$ cat src/rtl/lcd_hd44780_responder.sv
// LCD-side HD44780 4-wire bus responder: decodes host strobes and emulates the busy flag and address counter.
// Define LCD_RESPONDER_DDRAM_EN to add a 128x8 DDRAM behind data reads/writes; without it data reads return 0x00.
module lcd_hd44780_responder #(
  parameter int BUSY_CYCLES      = 2000,
  parameter int BUSY_LONG_CYCLES = 76500,
  parameter int CNT_W            = 21
) (
  input  logic       CLK,
  input  logic       RESET,
  input  logic       LCD_E,
  input  logic       LCD_RS,
  input  logic       LCD_RW,
  input  logic [3:0] LCD_D_in,
  output logic [3:0] LCD_D_out,
  output logic       LCD_D_oe,
  output logic       cmd_valid,
  output logic [7:0] cmd_byte,
  output logic       cmd_rs,
  output logic       busy,
  output logic [6:0] addr,
  output logic       mode4bit,
  output logic       proto_err
);

  // state     | meaning
  // IDLE      | waiting for a qualified E rise
  // WR_STROBE | host write nibble in progress, data latched on E fall
  // RD_STROBE | host read nibble in progress, D driven until E fall
  typedef enum logic [1:0] {IDLE, WR_STROBE, RD_STROBE} state_t;

  state_t           r_state;
  logic [2:0]       r_e_s;
  logic [1:0]       r_rs_s, r_rw_s;
  logic [3:0]       r_d_s1, r_d_s2;
  logic             r_armed;
  logic [3:0]       r_d_out;
  logic             r_oe, r_cmd_valid, r_cmd_rs, r_perr;
  logic [7:0]       r_cmd_byte;
  logic [6:0]       r_ac;
  logic             r_mode4, r_phase_lo;
  logic [CNT_W-1:0] r_cnt;
  logic [3:0]       r_hi_nib;
  logic             r_hi_rs, r_hi_rw, r_stb_rs;

  logic       w_e, w_e_d, w_rise, w_fall, w_rs, w_rw, w_busy;
  logic [7:0] w_rd_data, w_byte;
  logic [3:0] w_rd_nib;
  logic       w_acc, w_mis, w_brs, w_rd_inc, w_is_home;

  // Synchronisers are deliberately not reset so a strobe held across RESET is still seen as high.
  always_ff @(posedge CLK) begin
    r_e_s  <= {r_e_s[1:0], LCD_E};
    r_rs_s <= {r_rs_s[0], LCD_RS};
    r_rw_s <= {r_rw_s[0], LCD_RW};
    r_d_s1 <= LCD_D_in;
    r_d_s2 <= r_d_s1;
  end

  assign w_e    = r_e_s[1];
  assign w_e_d  = r_e_s[2];
  assign w_rise = w_e & ~w_e_d & r_armed;
  assign w_fall = ~w_e & w_e_d;
  assign w_rs   = r_rs_s[1];
  assign w_rw   = r_rw_s[1];
  assign w_busy = (r_cnt != '0);

  always_comb begin
    w_rd_nib = {w_busy, r_ac[6:4]};
    if (r_mode4) begin
      if (w_rs)            w_rd_nib = r_phase_lo ? w_rd_data[3:0] : w_rd_data[7:4];
      else if (r_phase_lo) w_rd_nib = r_ac[3:0];
    end
  end

  always_comb begin
    w_acc  = 1'b0;
    w_mis  = 1'b0;
    w_byte = {r_d_s2, 4'h0};
    w_brs  = w_rs;
    if (w_fall && r_state == WR_STROBE) begin
      if (!r_mode4) begin
        w_acc = 1'b1;
      end else if (r_phase_lo) begin
        w_byte = {r_hi_nib, r_d_s2};
        if (w_rs != r_hi_rs || r_hi_rw) w_mis = 1'b1;
        else                            w_acc = 1'b1;
      end
    end
    if (w_fall && r_state == RD_STROBE && r_mode4 && r_phase_lo &&
        (r_stb_rs != r_hi_rs || !r_hi_rw))
      w_mis = 1'b1;
  end

  assign w_rd_inc  = w_fall && (r_state == RD_STROBE) && r_mode4 && r_phase_lo && !w_mis && r_stb_rs;
  assign w_is_home = (w_byte == 8'h01) || (w_byte[7:1] == 7'h01);

`ifdef LCD_RESPONDER_DDRAM_EN
  logic [7:0] r_ram [128];
  logic       r_clr_act;
  logic [6:0] r_clr_idx;

  assign w_rd_data = r_ram[r_ac];

  always_ff @(posedge CLK) begin
    if (r_clr_act)         r_ram[r_clr_idx] <= 8'h20;
    else if (w_acc && w_brs) r_ram[r_ac]    <= w_byte;
  end

  always_ff @(posedge CLK) begin
    if (RESET) begin
      r_clr_act <= 1'b0;
      r_clr_idx <= '0;
    end else if (w_acc && !w_brs && w_byte == 8'h01) begin
      r_clr_act <= 1'b1;
      r_clr_idx <= '0;
    end else if (r_clr_act) begin
      r_clr_idx <= r_clr_idx + 7'd1;
      if (r_clr_idx == 7'h7F) r_clr_act <= 1'b0;
    end
  end
`else
  assign w_rd_data = 8'h00;
`endif

  always_ff @(posedge CLK) begin
    if (RESET) begin
      r_state     <= IDLE;
      r_armed     <= 1'b0;
      r_d_out     <= '0;
      r_oe        <= 1'b0;
      r_cmd_valid <= 1'b0;
      r_cmd_byte  <= '0;
      r_cmd_rs    <= 1'b0;
      r_perr      <= 1'b0;
      r_ac        <= '0;
      r_mode4     <= 1'b0;
      r_phase_lo  <= 1'b0;
      r_cnt       <= '0;
      r_hi_nib    <= '0;
      r_hi_rs     <= 1'b0;
      r_hi_rw     <= 1'b0;
      r_stb_rs    <= 1'b0;
    end else begin
      r_cmd_valid <= 1'b0;
      r_perr      <= w_mis;
      if (!w_e && !w_e_d) r_armed <= 1'b1;
      if (w_busy) r_cnt <= r_cnt - 1'b1;

      case (r_state)
        IDLE: begin
          if (w_rise) begin
            r_stb_rs <= w_rs;
            if (w_rw) begin
              r_state <= RD_STROBE;
              r_oe    <= 1'b1;
              r_d_out <= w_rd_nib;
            end else begin
              r_state <= WR_STROBE;
            end
          end
        end
        WR_STROBE: begin
          if (w_fall) begin
            r_state <= IDLE;
            if (r_mode4) begin
              r_phase_lo <= ~r_phase_lo;
              if (!r_phase_lo) begin
                r_hi_nib <= r_d_s2;
                r_hi_rs  <= w_rs;
                r_hi_rw  <= 1'b0;
              end
            end
          end
        end
        RD_STROBE: begin
          if (w_fall) begin
            r_state <= IDLE;
            r_oe    <= 1'b0;
            if (r_mode4) begin
              r_phase_lo <= ~r_phase_lo;
              if (!r_phase_lo) begin
                r_hi_rs <= r_stb_rs;
                r_hi_rw <= 1'b1;
              end
            end
          end
        end
        default: r_state <= IDLE;
      endcase

      if (w_rd_inc) r_ac <= r_ac + 7'd1;

      // A write landing while busy is still decoded; the error pulse only flags the timing violation.
      if (w_acc) begin
        r_cmd_valid <= 1'b1;
        r_cmd_byte  <= w_byte;
        r_cmd_rs    <= w_brs;
        r_perr      <= w_busy;
        r_cnt       <= CNT_W'(BUSY_CYCLES);
        if (!w_brs) begin
          if (w_is_home) begin
            r_ac  <= '0;
            r_cnt <= CNT_W'(BUSY_LONG_CYCLES);
          end else if (w_byte[7]) begin
            r_ac <= w_byte[6:0];
          end else if (w_byte[7:5] == 3'b001) begin
            r_mode4 <= ~w_byte[4];
          end
        end else begin
          r_ac <= r_ac + 7'd1;
        end
      end
    end
  end

  assign LCD_D_out = r_d_out;
  assign LCD_D_oe  = r_oe;
  assign cmd_valid = r_cmd_valid;
  assign cmd_byte  = r_cmd_byte;
  assign cmd_rs    = r_cmd_rs;
  assign busy      = w_busy;
  assign addr      = r_ac;
  assign mode4bit  = r_mode4;
  assign proto_err = r_perr;

endmodule
$ cat config.mk
export PLATFORM = sky130hd
export DESIGN_NAME = lcd_hd44780_responder
export DESIGN_NICKNAME = d
export VERILOG_FILES = /design/src/rtl/lcd_hd44780_responder.sv
export SDC_FILE = /design/constraint.sdc
export NUM_CORES = 1
export LEC_CHECK = 0
export CAP_MARGIN = 10
export CORE_UTILIZATION = 54
export CTS_BUF_LIST = sky130_fd_sc_hd__clkbuf_8
export CTS_CLUSTER_DIAMETER = 150
export CTS_CLUSTER_SIZE = 16
export DETAILED_ROUTE_END_ITERATION = 7
export GPL_TIMING_DRIVEN = 1
export PLACE_DENSITY_LB_ADDON = 0.05
export SYNTH_ARGS = -nofsm -noshare
export SYNTH_HDL_FRONTEND = slang
export SYNTH_SLANG_ARGS = --single-unit
$ cat constraint.sdc
create_clock -name CLK -period 6.9 [get_ports CLK]
set_input_delay 2.07 -clock CLK [delete_from_list [all_inputs] [get_ports CLK]]
set_output_delay 2.07 -clock CLK [all_outputs]
set_load 0.01 [all_outputs]
Yosys cells after proc, flatten, opt, wreduce, memory -nomap -nowiden
Cells that the tools add are included.

word-level totals
  bits in registers = 71
  logic and storage cells = 126
  output and inout bits = 25

cells by class
  add/subtract/negate cells = 2
  reductions and logical operators = 29
  equality and inequality tests = 16
  muxes and demuxes = 48
  bitwise gates (word level) = 10

operator list
  kind                                                                  number
  21-bit two-way mux                                                    2
  7-bit two-way mux                                                     5
  17-bit two-way mux                                                    2
  1-bit two-way mux                                                     26
  8-bit two-way mux                                                     3
  21-bit nonzero test                                                   1
  21-bit by 1-bit subtractor with 21-bit output, second input constant  1
  2-bit inequality test, second input constant                          8
  4-bit two-way mux                                                     3
  8-bit by 1-bit == test with 1-bit output, second input constant       1
  1-bit logical AND                                                     8
  4-bit AND reduction                                                   2
  7-bit by 1-bit adder with 7-bit output, second input constant         1
  7-bit by 1-bit == test with 1-bit output, second input constant       1
  1-bit inverter                                                        7
  7-bit AND reduction                                                   1
  2-bit two-way mux                                                     3
  1-bit one-hot mux with 2 select lines                                 3
  3-bit AND reduction                                                   2
  2-bit nonzero test                                                    3
  5-bit AND reduction                                                   1
  1-bit logical NOT                                                     4
  2-bit one-hot mux with 2 select lines                                 1
  2-bit AND reduction                                                   2
  9 further kinds                                                       14

Depth between registers and ports, before layout
  depth after elaboration = 15
  gate-level depth with buffers = 9
  mapped depth without buffers = 8

Worst setup path after synthesis
OpenSTA, ideal clock, no wires.

  path kind = reg2out
  start = reg r_cnt[14]
  end = out busy
  buffers on the path = 1
  stages on the path, launching flop included = 5
  slack = 3.001 ns
  data arrival time = 1.829 ns
  cells stage by stage = dfxtp_1 -> or4_4 -> or3_4 -> or4_4 -> buf_6

between the ends
  cells in the longest elaborated chain, start to end = 1

ends and longest elaborated chain
  item                    line  text
  from (decl)             41    logic [CNT_W-1:0] r_cnt;
  from (signal assigned)  147   if (w_busy) r_cnt <= r_cnt - 1'b1;
  from (signal assigned)  199   r_cnt <= CNT_W'(BUSY_CYCLES);
  from (signal assigned)  203   r_cnt <= CNT_W'(BUSY_LONG_CYCLES);
  21-bit nonzero test     65    assign w_busy = (r_cnt != '0);
  to (decl)               19    output logic busy,

Every way passes these cells.

Final worst setup path
  start = reg r_cnt[4]
  end = out busy

The elaborated chain is that of the path after synthesis.

==> run summary <==
Status -> finished, final reports clean
Pwr Total -> 1.19 mW
Row cnt -> 27
PD cells -> 317 nW/um^2
Flop2flop setup slack -> 4.37 ns
Critical setup path kind -> reg2out
Max Freq -> 208 MHz
Die Y -> 78.6 um
R2R depth -> 8
Combinational share of power -> 0.275
Slew HR -> 0.534
CP required -> 4.83 ns
Fill count -> 471
Hold Path Class -> reg2reg
CTS resizes -> 0
Largest net degree at the start of global routing -> 39
Latest clock arrival within the worst-skew pair -> 0.35 ns
Lkg Pwr -> 1.38 nW
Total gr overflow -> 0
Post-CTS setup buffer count -> 0
Net Switching -> 0.368 mW
First-pass GRT wire length -> 11.9 mm
Max rail drop VDD -> 0.181 mV
Cell count after synthesis -> 366
WP data arrival -> 2.73 ns
Clock buffer depth -> 2
Tightest Pin Transition -> 0.694 ns
Post-synth top cells -> dfxtp_1, nor2_1, nand2_1
Sequential power share -> 0.420
Main flop type after synthesis -> dfxtp_1
CTS root buffer -> clkbuf_8
Clock period minus worst slack -> 4.80 ns
WL/cell -> 14.7 um
Syn avg cell area -> 8.65 um^2
TritonRoute pass-1 iters -> 4
DR vias/cell -> 5.69
1st-iter DRT viols -> 148
Dpl hpwl -> 4.85 mm
Setup violators final -> 0
Total Nets Final -> 410
Share of the synthesized area in the top cell type -> 0.449
Inst Count DP -> 457
Detailed Route WL -> 6.95 mm
Top-count cell post-synth -> dfxtp_1
Post-DRT Antenna Nets -> 0
GR met1 Demand/Resource -> 0.320
Worst Setup End Kind -> primary output
Syn_nets -> 380
CTS buffer count -> 9
DRC violations left -> 0
YS warnings -> 0
Vias in the first global route -> 2,560
Met2 Track Usage GR -> 0.389
Worst R2R Start -> r_state[1]
Layout cell share with drive strength beyond 1 -> 0.0748
Grt peak-use layer -> met2
Grt met3 use -> 0.0767
Ys async rst share -> 0
Chip Width -> 78.6 um
Non-filler instance count after layout -> 473
Area Overhead vs Synth -> 18.6%
Sw frac -> 0.309
Final TNS setup -> 0 ns
Largest cells by area after synthesis -> dfxtp_1, nor2_1, xnor2_1, a21oi_1, nand2_1
Final period util -> 0.696
H-tree levels -> 3
I/O pins -> 34
Hold Crit Depth -> 0
Final Worst Setup Slack -> 2.10 ns
Post-Syn Area -> 3170 um^2
Die area -> 6170 um^2
CTS sink count -> 71
Slew Viols, Final -> 0
PortBufs -> 33
HP Start -> r_e_s[0]
Routability cong. -> 0.896
Core area -> 5570 um^2
Hold Vio Cnt, Final -> 0
Via count -> 2,691
Internal power -> 0.822 mW
Crit Path Max Fanout -> 8
Antenna violations before repair -> 0
CTS tree -> done
Sequential cell area fraction in the yosys report -> 0.449
Max Cap Viol -> 0
Ant diodes -> 0
Hold Path Sink -> r_e_s[1]
Clk pin slew, worst setup/hold paths -> 0.07 ns
Reg-to-reg critical path endpoint -> addr[6]
Post-synth top area cell -> dfxtp_1
Post-synth EDFFs -> 0
GRT Total Usage -> 0.251
RSZ-0062 raised after global routing -> false
Clock group share of total power -> 0.305
Place WS -> 2.43 ns
Smallest hold slack -> 0.328 ns
Synthesized flop and latch total -> 71
Hold_buf cts -> 0
Clock Skew -> 0.00718 ns
Starting Density -> 0.568
Netlist cell types -> 49
Startpoint Class -> flop
-- metrics by stage --
| stage | area (um^2) | util |
|---|---|---|
| after floorplan | 3170 | - |
| after global placement | 3540 | 0.634 |
| after detailed placement | 3540 | 0.634 |
| after CTS | 3760 | 0.674 |
| after global routing | 3760 | 0.674 |
| final | 3760 | 0.674 |
-- worst max path at each step --
stage | cells after the start | to | startpoint
detailed placement | 4 | busy | r_cnt[4]
floorplan | 4 | busy | r_cnt[14]
global route | 4 | busy | r_cnt[4]
finish | 4 | busy | r_cnt[4]
global placement | 4 | busy | r_cnt[4]
CTS | 4 | busy | r_cnt[4]
-- power by group through the flow --
stage | Clock (mW) | Combinational, mW | Sequential, mW
after detailed placement | 0 | 0.325 | 0.509
after global routing | 0.393 | 0.371 | 0.506
after global placement | 0 | 0.320 | 0.506
final | 0.362 | 0.328 | 0.500
after floorplan | 0 | 0.271 | 0.500
after CTS | 0.368 | 0.330 | 0.499
-- state kept, by name, indices dropped and copies added (netlist names), 2 cells and up --
name       count
LCD_D_out      4
addr           7
cmd_byte       8
r_cnt         21
r_d_s1         4
r_d_s2         4
r_e_s          3
r_hi_nib       4
r_rs_s         2
r_rw_s         2
r_state        2
-- worst max-delay path, cell delays in order (launching register included) --
cell	delay, ns
dfxtp_1	0.35
nor4_1	0.57
nand3_1	0.30
or4_4	0.66
clkdlybuf4s50_1	0.51
-- area by class of cell --
class / instances / area (um^2) / area share
repair buffers: 36 / 353 / 0.0939
inverters: 10 / 37.5 / 0.00999
multi-input cells: 268 / 1630 / 0.435
well taps: 72 / 90.1 / 0.0240
clock buffers: 9 / 124 / 0.0330
clock inverters: 7 / 97.6 / 0.0260
flip-flops and latches: 71 / 1420 / 0.378
-- logic make-up after synthesis --
family,share of synthesized area
simple gates,0.239
compound gates,0.152
flops,0.449
xor+xnor,0.0857
buf+inv,0.0352
mux,0.0190
fa+ha+maj,0.0198
-- layer usage --
metal	vias to the layer above	wire [um]
li1	1349	-
met1	1250	3180
met2	81	3240
met3	11	398
met4	0	125
met5	-	0
-- placed cells by master (no fill, tap or decap), drive strengths merged, types with 10 or more instances in the layout --
master | Yosys | final
dfxtp | 71 | 71
nor2 | 54 | 54
clkdlybuf4s50 | 0 | 33
nand2 | 31 | 31
a21oi | 27 | 27
xnor2 | 21 | 21
o21ai | 15 | 15
nand3 | 13 | 13
nor3 | 12 | 12
inv | 10 | 10
xor2 | 10 | 10
No activity file was read; power rests on OpenSTA's default activity.
